File: src/rtl/score_tracker_pkg.sv
// Shared types and constants for the score/lives tracker.
package score_pkg;

    typedef enum logic [1:0] {
        IDLE,
        PLAY,
        WIN,
        LOSE
    } state_t;

    localparam int unsigned LIFE_W = 4;

    // Ceiling log2; returns 0 for v <= 1.
    function automatic int unsigned clog2(input longint unsigned v);
        int unsigned      r;
        longint unsigned  p;
        r = 0;
        p = 1;
        while (p < v) begin
            p = p << 1;
            r = r + 1;
        end
        return r;
    endfunction

endpackage

File: src/rtl/score_tracker_if.sv
// Game-event and HUD signals between game logic and the score tracker.
// The HighScore signal exists only when SCORE_TRACKER_HIGHSCORE_EN is defined.
interface score_tracker_if #(
    parameter int unsigned WIDTH = 4
);
    logic                          Start;
    logic                          Enable;
    logic                          Hit;
    logic [WIDTH-1:0]              Score;
    logic [score_pkg::LIFE_W-1:0]  Lives;
    logic                          Playing;
    logic                          GameOver;
    logic                          Win;
    logic                          Invuln;
`ifdef SCORE_TRACKER_HIGHSCORE_EN
    logic [WIDTH-1:0]              HighScore;

    modport master (
        output Start, Enable, Hit,
        input  Score, Lives, Playing, GameOver, Win, Invuln, HighScore
    );
    modport slave (
        input  Start, Enable, Hit,
        output Score, Lives, Playing, GameOver, Win, Invuln, HighScore
    );
`else
    modport master (
        output Start, Enable, Hit,
        input  Score, Lives, Playing, GameOver, Win, Invuln
    );
    modport slave (
        input  Start, Enable, Hit,
        output Score, Lives, Playing, GameOver, Win, Invuln
    );
`endif
endinterface

File: src/rtl/score_tracker_grace_timer.sv
// Loadable down-counter giving the post-collision grace window.
// busy is registered and equals (count != 0); GRACE = 0 never goes busy.
module grace_timer
    import score_pkg::*;
#(
    parameter int unsigned GRACE = 50_000_000
) (
    input  logic clk,
    input  logic rst,
    input  logic clear,
    input  logic load,
    input  logic run,
    output logic busy
);
    localparam int unsigned CNT_W_RAW = clog2(longint'(GRACE) + 1);
    localparam int unsigned CNT_W     = (CNT_W_RAW < 1) ? 1 : CNT_W_RAW;

    logic [CNT_W-1:0] cnt_q, cnt_d;
    logic             busy_q, busy_d;

    // Next count: clear beats load beats decrement; counting only while run.
    always_comb begin
        cnt_d = cnt_q;
        if (clear) begin
            cnt_d = '0;
        end else if (load) begin
            cnt_d = CNT_W'(GRACE);
        end else if (run && (cnt_q != '0)) begin
            cnt_d = cnt_q - CNT_W'(1);
        end
        busy_d = (cnt_d != '0);
    end

    // Counter and registered busy flag.
    always_ff @(posedge clk or posedge rst) begin
        if (rst) begin
            cnt_q  <= '0;
            busy_q <= 1'b0;
        end else begin
            cnt_q  <= cnt_d;
            busy_q <= busy_d;
        end
    end

    assign busy = busy_q;

endmodule

File: src/rtl/score_tracker.sv
// Score and lives tracker for the car game: counts points, removes lives on
// collisions with a grace window, and latches WIN/LOSE until the next Start.
// Optional high-score register: define SCORE_TRACKER_HIGHSCORE_EN.
module score_tracker
    import score_pkg::*;
#(
    parameter int unsigned WIDTH     = 4,
    parameter int unsigned WIN_SCORE = 10,
    parameter int unsigned LIVES     = 3,
    parameter int unsigned GRACE     = 50_000_000
) (
    input  logic            CLOCK_50,
    input  logic            Reset,
    score_tracker_if.slave  bus
);
    state_t              state_q, state_d;
    logic [WIDTH-1:0]    score_q, score_d;
    logic [LIFE_W-1:0]   lives_q, lives_d;
    logic                playing_q, playing_d;
    logic                game_over_q, game_over_d;
    logic                win_q, win_d;
`ifdef SCORE_TRACKER_HIGHSCORE_EN
    logic [WIDTH-1:0]    high_score_q, high_score_d;
`endif

    logic                grace_clear;
    logic                grace_load;
    logic                grace_run;
    logic                invuln;
    logic                hit_ok;
    logic                hit_kills;
    logic [WIDTH-1:0]    score_inc;

    grace_timer #(
        .GRACE (GRACE)
    ) u_grace (
        .clk   (CLOCK_50),
        .rst   (Reset),
        .clear (grace_clear),
        .load  (grace_load),
        .run   (grace_run),
        .busy  (invuln)
    );

    // Game rules. The hit is resolved first: a fatal hit drops a coincident
    // point, otherwise the point still applies and a win overrides the hit.
    always_comb begin
        state_d     = state_q;
        score_d     = score_q;
        lives_d     = lives_q;
        grace_clear = 1'b0;
        grace_load  = 1'b0;
        grace_run   = (state_q == PLAY);
        hit_ok      = 1'b0;
        hit_kills   = 1'b0;
        score_inc   = score_q + WIDTH'(1);

        case (state_q)
            PLAY: begin
                hit_ok    = bus.Hit && !invuln;
                hit_kills = hit_ok && (lives_q == LIFE_W'(1));
                if (hit_ok) begin
                    lives_d    = lives_q - LIFE_W'(1);
                    grace_load = 1'b1;
                    if (hit_kills) begin
                        state_d = LOSE;
                    end
                end
                if (bus.Enable && !hit_kills && (score_q < WIDTH'(WIN_SCORE))) begin
                    score_d = score_inc;
                    if (score_inc == WIDTH'(WIN_SCORE)) begin
                        state_d = WIN;
                    end
                end
            end
            default: begin
                if (bus.Start) begin
                    state_d     = PLAY;
                    score_d     = '0;
                    lives_d     = LIFE_W'(LIVES);
                    grace_clear = 1'b1;
                end
            end
        endcase

        playing_d   = (state_d == PLAY);
        game_over_d = (state_d == WIN) || (state_d == LOSE);
        win_d       = (state_d == WIN);
    end

`ifdef SCORE_TRACKER_HIGHSCORE_EN
    // Capture the final score on the edge the game ends, if it is a new best.
    always_comb begin
        high_score_d = high_score_q;
        if ((state_q == PLAY) && game_over_d && (score_d > high_score_q)) begin
            high_score_d = score_d;
        end
    end
`endif

    // State and registered outputs.
    always_ff @(posedge CLOCK_50 or posedge Reset) begin
        if (Reset) begin
            state_q      <= IDLE;
            score_q      <= '0;
            lives_q      <= LIFE_W'(LIVES);
            playing_q    <= 1'b0;
            game_over_q  <= 1'b0;
            win_q        <= 1'b0;
`ifdef SCORE_TRACKER_HIGHSCORE_EN
            high_score_q <= '0;
`endif
        end else begin
            state_q      <= state_d;
            score_q      <= score_d;
            lives_q      <= lives_d;
            playing_q    <= playing_d;
            game_over_q  <= game_over_d;
            win_q        <= win_d;
`ifdef SCORE_TRACKER_HIGHSCORE_EN
            high_score_q <= high_score_d;
`endif
        end
    end

    assign bus.Score     = score_q;
    assign bus.Lives     = lives_q;
    assign bus.Playing   = playing_q;
    assign bus.GameOver  = game_over_q;
    assign bus.Win       = win_q;
    assign bus.Invuln    = invuln;
`ifdef SCORE_TRACKER_HIGHSCORE_EN
    assign bus.HighScore = high_score_q;
`endif

endmodule

File: src/flat_wrapper.sv
// flat-port wrapper written by rule: the top's interface ports become plain ports
module score_tracker_flat import score_pkg::*;
#(
    parameter int unsigned WIDTH     = 4,
    parameter int unsigned WIN_SCORE = 10,
    parameter int unsigned LIVES     = 3,
    parameter int unsigned GRACE     = 50_000_000
)
  (CLOCK_50, Reset, bus_Start, bus_Enable, bus_Hit, bus_Score, bus_Lives, bus_Playing, bus_GameOver, bus_Win, bus_Invuln);
  score_tracker_if #(.WIDTH(WIDTH)) bus_i ();
  input  logic CLOCK_50;
  input  logic Reset;
  input wire logic [$bits(bus_i.Start)-1:0] bus_Start;
  input wire logic [$bits(bus_i.Enable)-1:0] bus_Enable;
  input wire logic [$bits(bus_i.Hit)-1:0] bus_Hit;
  output wire logic [$bits(bus_i.Score)-1:0] bus_Score;
  output wire logic [$bits(bus_i.Lives)-1:0] bus_Lives;
  output wire logic [$bits(bus_i.Playing)-1:0] bus_Playing;
  output wire logic [$bits(bus_i.GameOver)-1:0] bus_GameOver;
  output wire logic [$bits(bus_i.Win)-1:0] bus_Win;
  output wire logic [$bits(bus_i.Invuln)-1:0] bus_Invuln;
  assign bus_i.Start = bus_Start;
  assign bus_i.Enable = bus_Enable;
  assign bus_i.Hit = bus_Hit;
  assign bus_Score = bus_i.Score;
  assign bus_Lives = bus_i.Lives;
  assign bus_Playing = bus_i.Playing;
  assign bus_GameOver = bus_i.GameOver;
  assign bus_Win = bus_i.Win;
  assign bus_Invuln = bus_i.Invuln;
  score_tracker #(.WIDTH(WIDTH), .WIN_SCORE(WIN_SCORE), .LIVES(LIVES), .GRACE(GRACE)) u_core (.CLOCK_50(CLOCK_50), .Reset(Reset), .bus(bus_i));
endmodule
File: config.mk
export PLATFORM = sky130hd
export DESIGN_NAME = score_tracker_flat
export DESIGN_NICKNAME = d
export VERILOG_FILES = /design/src/rtl/score_tracker_pkg.sv /design/src/rtl/score_tracker_if.sv /design/src/rtl/score_tracker_grace_timer.sv /design/src/rtl/score_tracker.sv /design/src/flat_wrapper.sv
export SDC_FILE = /design/constraint.sdc
export NUM_CORES = 1
export LEC_CHECK = 0
export ABC_AREA = 0
export ABC_CLOCK_PERIOD_IN_PS = 3690
export CORE_MARGIN = 5
export CORE_UTILIZATION = 58
export DETAILED_ROUTE_END_ITERATION = 6
export GPL_TIMING_DRIVEN = 0
export PLACE_DENSITY = 0.79
export SLEW_MARGIN = 40
export SYNTH_ARGS = -nofsm -noshare
export SYNTH_HDL_FRONTEND = slang
export SYNTH_SLANG_ARGS = --single-unit
File: constraint.sdc
create_clock -name CLOCK_50 -period 3.69 [get_ports CLOCK_50]
set_input_delay 0.369 -clock CLOCK_50 [delete_from_list [all_inputs] [get_ports CLOCK_50]]
set_output_delay 0.369 -clock CLOCK_50 [all_outputs]
set_load 0.05 [all_outputs]
==> flow_metrics.tcl, run 1 <==
set metrics [dict create \
    clock_path_buffers 2 \
    finClkSkew_ns 0.00674 \
    drive_gt1_frac 0.169 \
    critPathSlowestCell "or4b_1" \
    grt_setup_unrepaired "false" \
    p_per_area_nw_per_um2 830 \
    die-area_um2 5500 \
    period_minus_slack_ns 3.52 \
    hpwl_mm 3.98 \
    grt_pass1_wl_mm 9.46 \
    synth_top_family_by_area "simple AND/OR/NAND/NOR gates" \
    numCtsBuffers 5 \
    cp_slowest_stage_delay_ns 0.53 \
    cts_root_buffer "clkbuf_8" \
    die_h_um 74.2 \
    die_x_um 74.2 \
    muxShareOfSynthArea 0.0141 \
    tns_ns 0 \
    path_class "reg -> reg" \
    synth_top_area_share 0.388 \
    peakVddDrop_mv 0.577 \
    worst_pin_slew_ns 0.610 \
    hold_buffers 0 \
    cap_violations 0 \
    crit_chain "inv_1 -> ha_1 -> nor3b_4 -> nand4_1 -> nor3_2 -> mux2_2 -> or4b_1 -> nor4_1 -> nand4_1 -> or4_1" \
    synth_edf_count 0 \
    clk-insertion-delay-late_ns 0.29 \
    port_buffers 16 \
    antenna_found_initial 0 \
    wl_met3_um 286 \
    regToRegStartpoint "u_core.u_grace.cnt_q[0]" \
    period_share 0.953 \
    final_hold_viol_count 0 \
    crit_path_end_kind "register" \
    gr-total-overflow 0 \
    grt_max_degree 26 \
    drtIter0Drc 209 \
    syn_inst 244 \
    routed.top_layer "met4" \
    pre_cts_slack_ns 0.0701 \
    grt_usage 0.227 \
    final_cells 322 \
    start_util 0.597 \
    synth_xor_area_frac 0.0623 \
    r2r_end "u_core.u_grace.busy" \
    synth_nets 254 \
    ctsHtreeMaxLevel 2 \
    min_path_type "in -> async" \
    postRouteAntennaNets 0 \
    yosys_warnings 0 \
    ff2ff_path_depth 10 \
    drv_slew 0 \
    max_slew_margin 0.593 \
    vias_per_cell 6.21 \
    synth_common_cells "37 x dfrtp_1, 28 x nor2_1, 18 x a21oi_1" \
    cts_tree "done" \
    clk_pin_slew_ns 0.08 \
    drt_wl_total_mm 5.53 \
    final-setup-viol-count 0 \
    status "finished clean" \
    synthArstFlopShare 1.00 \
    dp.cells 311 \
    synth_adder_area_share 0.0262 \
    dr.pass1.iters 4 \
    ios 17 \
    fin_ws_ns 0.174 \
    ys_top_cells_by_area "dfrtp_1 39%, nor2_1 4.4%, xnor2_1 4.4%" \
    synth.most_common_cell "dfrtp_1" \
    gp_congestion 0.882 \
    syn2layout_area_growth_pct 15.1 \
    postSynthAreaPerCell_um2 9.79 \
    worstPathRequired_ns 3.85 \
    synthSimpleGateAreaFrac 0.285 \
    core-area_um2 4000 \
    synth-compound-area-share 0.150 \
    vias 2000 \
    cp.arrival_ns 3.68 \
    num_rows 23 \
    grt_pass1_vias 1951 \
    yosys.area.top_type "dfrtp_1" \
    fmax_mhz 284 \
    ys.flop_type "dfrtp_1" \
    setup.worst_path.start_class "register" \
    power.leakage_nw 1.16 \
    cts.sinks 39 \
    synth-seq-cells 39 \
    wl_met1_mm 2.67 \
    n_antenna_cell 0 \
    reg2reg_slack_ns 0.17 \
    syn-cell-area_um2 2390 \
    post-route-drc-count 0 \
    wl_per_cell_um 17.2 \
    synth.distinct_cells 67 \
    ys_seq_area_frac 0.410 \
    path_max_fanout 7 \
    cpMostUsedCell "nand4_1" \
    dr_wl_met2_mm 2.50 \
    layout.nets 281 \
]
## worst max-delay path by stage
stage,start,to,depth (start not counted)
floorplan,u_core.u_grace.cnt_q[0],u_core.u_grace.busy,10
global placement,u_core.u_grace.cnt_q[0],u_core.u_grace.busy,10
detailed placement,u_core.u_grace.cnt_q[0],u_core.u_grace.busy,10
CTS,u_core.u_grace.cnt_q[0],u_core.u_grace.busy,10
global route,u_core.u_grace.cnt_q[0],u_core.u_grace.busy,10
finish,u_core.u_grace.cnt_q[0],u_core.u_grace.busy,10
## area by class of cell
| class | count | area, µm² |
|---|---|---|
| clock inverters | 1 | 5.00 |
| repair buffers | 20 | 203 |
| multi-input cells | 186 | 1290 |
| well taps | 50 | 62.6 |
| inverters | 11 | 41.3 |
| flip-flops and latches | 39 | 978 |
| clock buffers | 7 | 86.3 |
| plain buffers | 8 | 82.6 |
| fillers | 322 | 1250 |
## repair_timing
action	4_1_cts	5_1_grt
gates resized for setup	0	1
setup buffers	0	3
endpoints found under the setup margin	0	1
## layout by cell type (no fill, tap or decap), types with 3 or more instances in the layout
master           netlist  routed
a21oi_1               18      18
nor2_1                28      28
dfrtp_1               37      37
nor4_1                 5       5
and2_1                 4       4
nor3_1                 8       7
o21ai_0                9       9
nand2_1               11      11
xnor2_1               12      12
nand2b_1               3       3
nand4_1                5       5
xor2_1                 5       5
or3_1                  3       3
nand3_1                9       9
ha_1                   5       5
buf_4                  1       4
a31oi_1                4       4
and3_1                 3       3
or4_1                  3       3
clkdlybuf4s50_1        0      16
mux2_2                 3       3
clkbuf_8               4      10
inv_1                 11      10
## power breakdown
group	total [mW]	leakage (nW)	switching, mW	internal, mW
Sequential	0.787	0.490	0.199	0.588
Combinational	1.19	0.626	0.701	0.491
Clock	0.303	0.0482	0.152	0.151
## registers in the layout, summed over array words and instances, names as in the netlist
register and flops:
u_core.bus.GameOver 1, u_core.bus.Lives 4, u_core.bus.Playing 1, u_core.bus.Score 4, u_core.bus.Win 1, u_core.state_q 1, u_core.u_grace.busy 1, u_core.u_grace.cnt_q 26
## routing by layer
metal,global-route usage,up-vias
met5,0,-
met4,0.0704,0
met3,0.0351,11
met2,0.354,64
met1,0.325,969
li1,-,956
## logic make-up after synthesis
kind of cell | after synthesis
simple gates | 108
compound gates | 53
flops | 39
buf+inv | 19
xor+xnor | 17
fa+ha+maj | 5
mux | 3
## worst max-delay path: cells and delay by family (launching register included)
family	cells	cell delay (ns)
AND/OR/NAND/NOR	7	2.23
buffers and inverters	1	0.11
adder cells (fa/ha/maj)	1	0.22
flip-flops	1	0.45
multiplexers	1	0.38
## metrics by stage
step                      power, mW  hold WS [ns]  area, µm²  utilization
after detailed placement       1.95         0.513       2630        0.658
final                          2.28         0.360       2750        0.688
after global placement         1.92         0.512       2610        0.653
after global routing           2.45         0.384       2750        0.688
after floorplan                1.66         0.536       2390            -
after CTS                      2.26         0.365       2720        0.681
(Power assumes the default switching activity.)
==> run 2, diff against run 1 <==
--- a/config.mk
+++ b/config.mk
@@ -6,12 +6,13 @@
 export NUM_CORES = 1
 export LEC_CHECK = 0
 export ABC_AREA = 0
-export ABC_CLOCK_PERIOD_IN_PS = 3690
+export ABC_CLOCK_PERIOD_IN_PS = 2800
 export CORE_MARGIN = 5
-export CORE_UTILIZATION = 58
+export CORE_UTILIZATION = 53
+export CTS_BUF_LIST = sky130_fd_sc_hd__clkbuf_16
 export DETAILED_ROUTE_END_ITERATION = 6
 export GPL_TIMING_DRIVEN = 0
-export PLACE_DENSITY = 0.79
+export PLACE_DENSITY = 0.76
 export SLEW_MARGIN = 40
 export SYNTH_ARGS = -nofsm -noshare
 export SYNTH_HDL_FRONTEND = slang
==> constraint.sdc (replaced) <==
create_clock -name CLOCK_50 -period 2.8 [get_ports CLOCK_50]
set_input_delay 0.28 -clock CLOCK_50 [delete_from_list [all_inputs] [get_ports CLOCK_50]]
set_output_delay 0.28 -clock CLOCK_50 [all_outputs]
set_load 0.05 [all_outputs]
==> flow_metrics.tcl, run 2 (synthesis gave the netlist of run 1 again) <==
set metrics [dict create \
    status "finished with violations" \
    violations "negative setup slack" \
    hold_buffers 0 \
    worstPathRequired_ns 2.96 \
    clock_path_buffers 2 \
    layout_common_cells "34 x dfrtp_1, 28 x nor2_1, 22 x buf_4, 16 x a21oi_1, 16 x clkdlybuf4s50_1" \
    vias_per_cell 6.41 \
    p_sw_mw 1.58 \
    worst-path-stages 10 \
    crit_end "u_core.u_grace.busy" \
    grt_usage 0.217 \
    vias 2178 \
    crit_family "simple AND/OR/NAND/NOR gates" \
    ff2ff_path_depth 10 \
    post-route-drc-count 0 \
    clk_pin_slew_ns 0.06 \
    tns_ns -0.330 \
    ctsHtreeMaxLevel 2 \
    ios 17 \
    max_slew_margin 0.599 \
    fin_ws_ns -0.330 \
    gp_congestion 0.891 \
    top_register "u_core.u_grace.cnt_q" \
    design_area_um2 2990 \
    final_cells 340 \
    gr-total-overflow 0 \
    setup.worst_path.start_class "register" \
    cts_root_buffer "clkbuf_16" \
    period_minus_slack_ns 3.13 \
    crit_path_end_kind "register" \
    clk-insertion-delay-late_ns 0.29 \
    nFillCells 320 \
    internal_power_mw 1.96 \
    syn2layout_area_growth_pct 25.0 \
    dpl_cell_area_um2 2620 \
    antenna_found_initial 0 \
    critPathSlowestCell "or4b_4" \
    wl_per_cell_um 18.8 \
    numCtsBuffers 5 \
    fin_util 0.686 \
    cpMostUsedCell "nand4_1" \
    final_hold_viol_count 0 \
    path_class "reg -> reg" \
    dp.cells 312 \
    cts.sinks 39 \
    power_mw 3.53 \
    multi_input_area_um2 1360 \
    worst_pin_slew_ns 0.602 \
    peakVddDrop_mv 0.727 \
    worstSetupStartpoint "u_core.u_grace.cnt_q[0]" \
    final-setup-viol-count 1 \
    p_seq_frac 0.293 \
    pre_cts_slack_ns -0.668 \
    postRouteAntennaNets 0 \
    power.leakage_nw 1.25 \
    drtIter0Drc 236 \
    hpwl_mm 3.98 \
    grt_setup_unrepaired "true" \
    p_comb_frac 0.547 \
    core-area_um2 4350 \
    pwr-share-clk 0.160 \
    period_share 1.12 \
    num_rows 24 \
    die_h_um 77.1 \
    layout.nets 297 \
    cp_num_buf_inv 1 \
    largest_register_ff_count 26 \
    die_x_um 77.1 \
    cp_slowest_stage_delay_ns 0.49 \
    drive_gt1_frac 0.264 \
    hold_ws_ns 0.375 \
    crit_chain "inv_2 -> ha_4 -> nor3b_4 -> nand4_1 -> nor3_2 -> mux2_4 -> or4b_4 -> nor4_2 -> nand4_1 -> or4_1" \
    reg2reg_slack_ns -0.33 \
    grt_pass1_wl_mm 10.3 \
    sw_frac_of_total 0.446 \
    p_per_area_nw_per_um2 1180 \
    final_common_cell "dfrtp_1" \
    regToRegStartpoint "u_core.u_grace.cnt_q[0]" \
    grt_max_degree 40 \
    fmax_mhz 319 \
    drt_wl_total_mm 6.38 \
    dr.pass1.iters 5 \
    port_buffers 16 \
    min_path_type "in -> async" \
    start_util 0.549 \
    cap_violations 0 \
    regArea_um2 982 \
    path_max_fanout 4 \
    grt_pass1_vias 2017 \
    cp.arrival_ns 3.29 \
    r2r_end "u_core.u_grace.busy" \
    cts_tree "done" \
    n_antenna_cell 0 \
    finClkSkew_ns 0.00977 \
    die-area_um2 5950 \
    drv_slew 0 \
]
## run 2: cell types whose count changed in the layout (fill, tap and decap cells not counted), sizes merged
cell and delta:
buf +16, clkbuf -2, clkinv +1, clkinvlp +1
## run 2: power by group through the flow
stage	Combinational, mW	Sequential, mW	Clock [mW]
2_1_floorplan	1.05	1.13	0
3_3_place_gp	1.52	1.03	0
3_5_place_dp	1.54	1.04	0
5_1_grt	2.09	1.07	0.602
6_report	1.93	1.04	0.565
4_1_cts	1.72	1.03	0.568
## run 2: worst min-delay path by stage
stage / endpoint / cells after the start
6_report: u_core.bus.GameOver / 2
5_1_grt: u_core.bus.Score[3] / 2
4_1_cts: u_core.bus.GameOver / 2
3_5_place_dp: u_core.bus.Lives[1] / 2
3_3_place_gp: u_core.bus.Lives[1] / 2
2_1_floorplan: u_core.state_q[0] / 2
## run 2: area by class of cell
class | instances | share of cell area
Sequential cell | 39 | 0.329
Clock buffer | 5 | 0.0419
Multi-Input combinational cell | 186 | 0.454
Timing Repair Buffer | 36 | 0.104
Tap cell | 52 | 0.0218
Buffer | 8 | 0.0285
Clock inverter | 3 | 0.00670
Inverter | 11 | 0.0147
## run 2: worst reg2reg max path: cells and delay by family (launching register included)
kind          cells  cell delay (ns)
fa+ha+maj         1             0.14
simple gates      7             2.04
buf+inv           1             0.08
flops             1             0.41
mux               1             0.34
## run 2: layer usage
metal,wire [µm],track usage,vias to the layer above
li1,-,-,994
met1,2730,0.315,1059
met2,2980,0.309,109
met3,511,0.0457,16
met4,155,0.0979,0
met5,0,0,-
## run 2: repair_timing
action,4_1_cts,5_1_grt
endpoints found under the setup margin,1,1
pin swaps,8,6
gates resized for setup,12,8
setup buffers,13,7
==> run 3, diff against run 2 <==
--- a/config.mk
+++ b/config.mk
@@ -8,11 +8,11 @@
 export ABC_AREA = 0
 export ABC_CLOCK_PERIOD_IN_PS = 2800
 export CORE_MARGIN = 5
-export CORE_UTILIZATION = 53
+export CORE_UTILIZATION = 45
 export CTS_BUF_LIST = sky130_fd_sc_hd__clkbuf_16
 export DETAILED_ROUTE_END_ITERATION = 6
 export GPL_TIMING_DRIVEN = 0
-export PLACE_DENSITY = 0.76
+export PLACE_DENSITY = 0.66
 export SLEW_MARGIN = 40
 export SYNTH_ARGS = -nofsm -noshare
 export SYNTH_HDL_FRONTEND = slang
==> flow_metrics.tcl, run 3 (synthesis gave the netlist of run 1 again) <==
set metrics [dict create \
    crit_chain "inv_2 -> ha_4 -> nor3b_4 -> and4_1 -> buf_6 -> nand3_2 -> a311o_1 -> or4b_1 -> nor4_2 -> nand4_1 -> or4_1" \
    p_per_area_nw_per_um2 1130 \
    crit_path_end_kind "register" \
    nFillCells 471 \
    period_share 1.15 \
    gr-total-overflow 0 \
    p_seq_frac 0.310 \
    critPathSlowestCell "or4b_1" \
    postRouteAntennaNets 0 \
    drv_slew 0 \
    cp.arrival_ns 3.38 \
    power_mw 3.32 \
    crit_family "simple AND/OR/NAND/NOR gates" \
    worst_pin_slew_ns 0.632 \
    syn2layout_area_growth_pct 22.9 \
    final_hold_viol_count 0 \
    port_buffers 16 \
    die_h_um 82.9 \
    cts_root_buffer "clkbuf_16" \
    start_util 0.465 \
    cp_slowest_stage_delay_ns 0.55 \
    internal_power_mw 1.83 \
    drive_gt1_frac 0.227 \
    power.leakage_nw 1.23 \
    layout.nets 291 \
    path_class "reg -> reg" \
    die-area_um2 6860 \
    grt_pass1_vias 2134 \
    drt_wl_total_mm 6.08 \
    cap_violations 0 \
    cts.sinks 39 \
    drtIter0Drc 144 \
    grt_max_degree 40 \
    period_minus_slack_ns 3.23 \
    clk-insertion-delay-late_ns 0.29 \
    sw_frac_of_total 0.450 \
    status "finished with violations" \
    hpwl_mm 4.02 \
    grt_usage 0.182 \
    max_slew_margin 0.578 \
    hold_buffers 0 \
    largest_register_ff_count 26 \
    post-route-drc-count 0 \
    die_x_um 82.9 \
    pwr-share-clk 0.169 \
    final_common_cell "dfrtp_1" \
    design_area_um2 2940 \
    fin_ws_ns -0.428 \
    clock_path_buffers 2 \
    cp_num_buf_inv 2 \
    vias_per_cell 5.76 \
    worstPathRequired_ns 2.95 \
    num_rows 26 \
    setup.worst_path.start_class "register" \
    final-setup-viol-count 1 \
    finClkSkew_ns 0.00320 \
    ctsHtreeMaxLevel 2 \
    p_comb_frac 0.521 \
    cts_tree "done" \
    p_sw_mw 1.50 \
    violations "negative setup slack" \
    clk_pin_slew_ns 0.06 \
    min_path_type "in -> async" \
    path_max_fanout 7 \
    vias 2028 \
    numCtsBuffers 5 \
    layout_common_cells "36 x dfrtp_1, 28 x nor2_1, 18 x a21oi_1, 16 x buf_4, 16 x clkdlybuf4s50_1" \
    dr.pass1.iters 5 \
    n_antenna_cell 0 \
    top_register "u_core.u_grace.cnt_q" \
    peakVddDrop_mv 0.622 \
    wl_per_cell_um 17.3 \
    dpl_cell_area_um2 2640 \
    fmax_mhz 310 \
    antenna_found_initial 0 \
    gp_congestion 0.846 \
    grt_setup_unrepaired "true" \
    grt_pass1_wl_mm 10.1 \
    ios 17 \
    hold_ws_ns 0.380 \
    core-area_um2 5140 \
]
run 3: metal layers:
metal / up-vias / routed length, µm / GRT usage
met5: - / 0 / 0
met1: 974 / 2810 / 0.231
li1: 976 / - / -
met3: 18 / 270 / 0.0446
met2: 60 / 2800 / 0.283
met4: 0 / 195 / 0.104
run 3: timing repair:
action,CTS,global route
gates resized for setup,6,7
setup endpoints to repair,1,1
pin swaps,7,6
hold endpoints to repair,0,0
buffers inserted,10,4
run 3: per-stage QoR:
stage          TNS [ns]  std cells   util  setup WS [ns]
3_3_place_gp     -0.782        330  0.513         -0.782
4_1_cts          -0.426        348  0.562         -0.426
6_report         -0.428        352  0.571         -0.428
3_5_place_dp     -0.821        330  0.514         -0.821
2_1_floorplan    -0.267        244      -         -0.267
5_1_grt          -0.519        352  0.571         -0.519
run 3: cell type report:
class	instances	area, µm²	area share
clock buffer	5	125	0.0426
buffer	8	85.1	0.0290
inverter	11	43.8	0.0149
tap	70	87.6	0.0298
sequential	39	980	0.334
clock inverter	3	16.3	0.00554
timing repair buffer	30	265	0.0903
multi-input combinational	186	1330	0.454
run 3: final timing paths:
kind / depth (start not counted) / slack, ns / end / start
max: 11 / -0.43 / u_core.u_grace.busy / u_core.u_grace.cnt_q[0]
max in group asynchronous: 2 / 2.04 / u_core.u_grace.cnt_q[0] / Reset
min reg2reg: 2 / 0.52 / u_core.bus.Lives[1] / u_core.bus.Lives[1]
min: 2 / 0.38 / u_core.u_grace.cnt_q[20] / Reset
min in group CLOCK_50: 2 / 0.52 / u_core.bus.Lives[1] / u_core.bus.Lives[1]
max reg2reg: 11 / -0.43 / u_core.u_grace.busy / u_core.u_grace.cnt_q[0]
run 3: power groups by stage:
stage          clock network (mW)  logic (mW)  registers, mW
4_1_cts                     0.570        1.67           1.02
3_5_place_dp                    0        1.54           1.04
5_1_grt                     0.602        1.88           1.07
3_3_place_gp                    0        1.53           1.03
6_report                    0.563        1.73           1.03
2_1_floorplan                   0        1.05           1.13
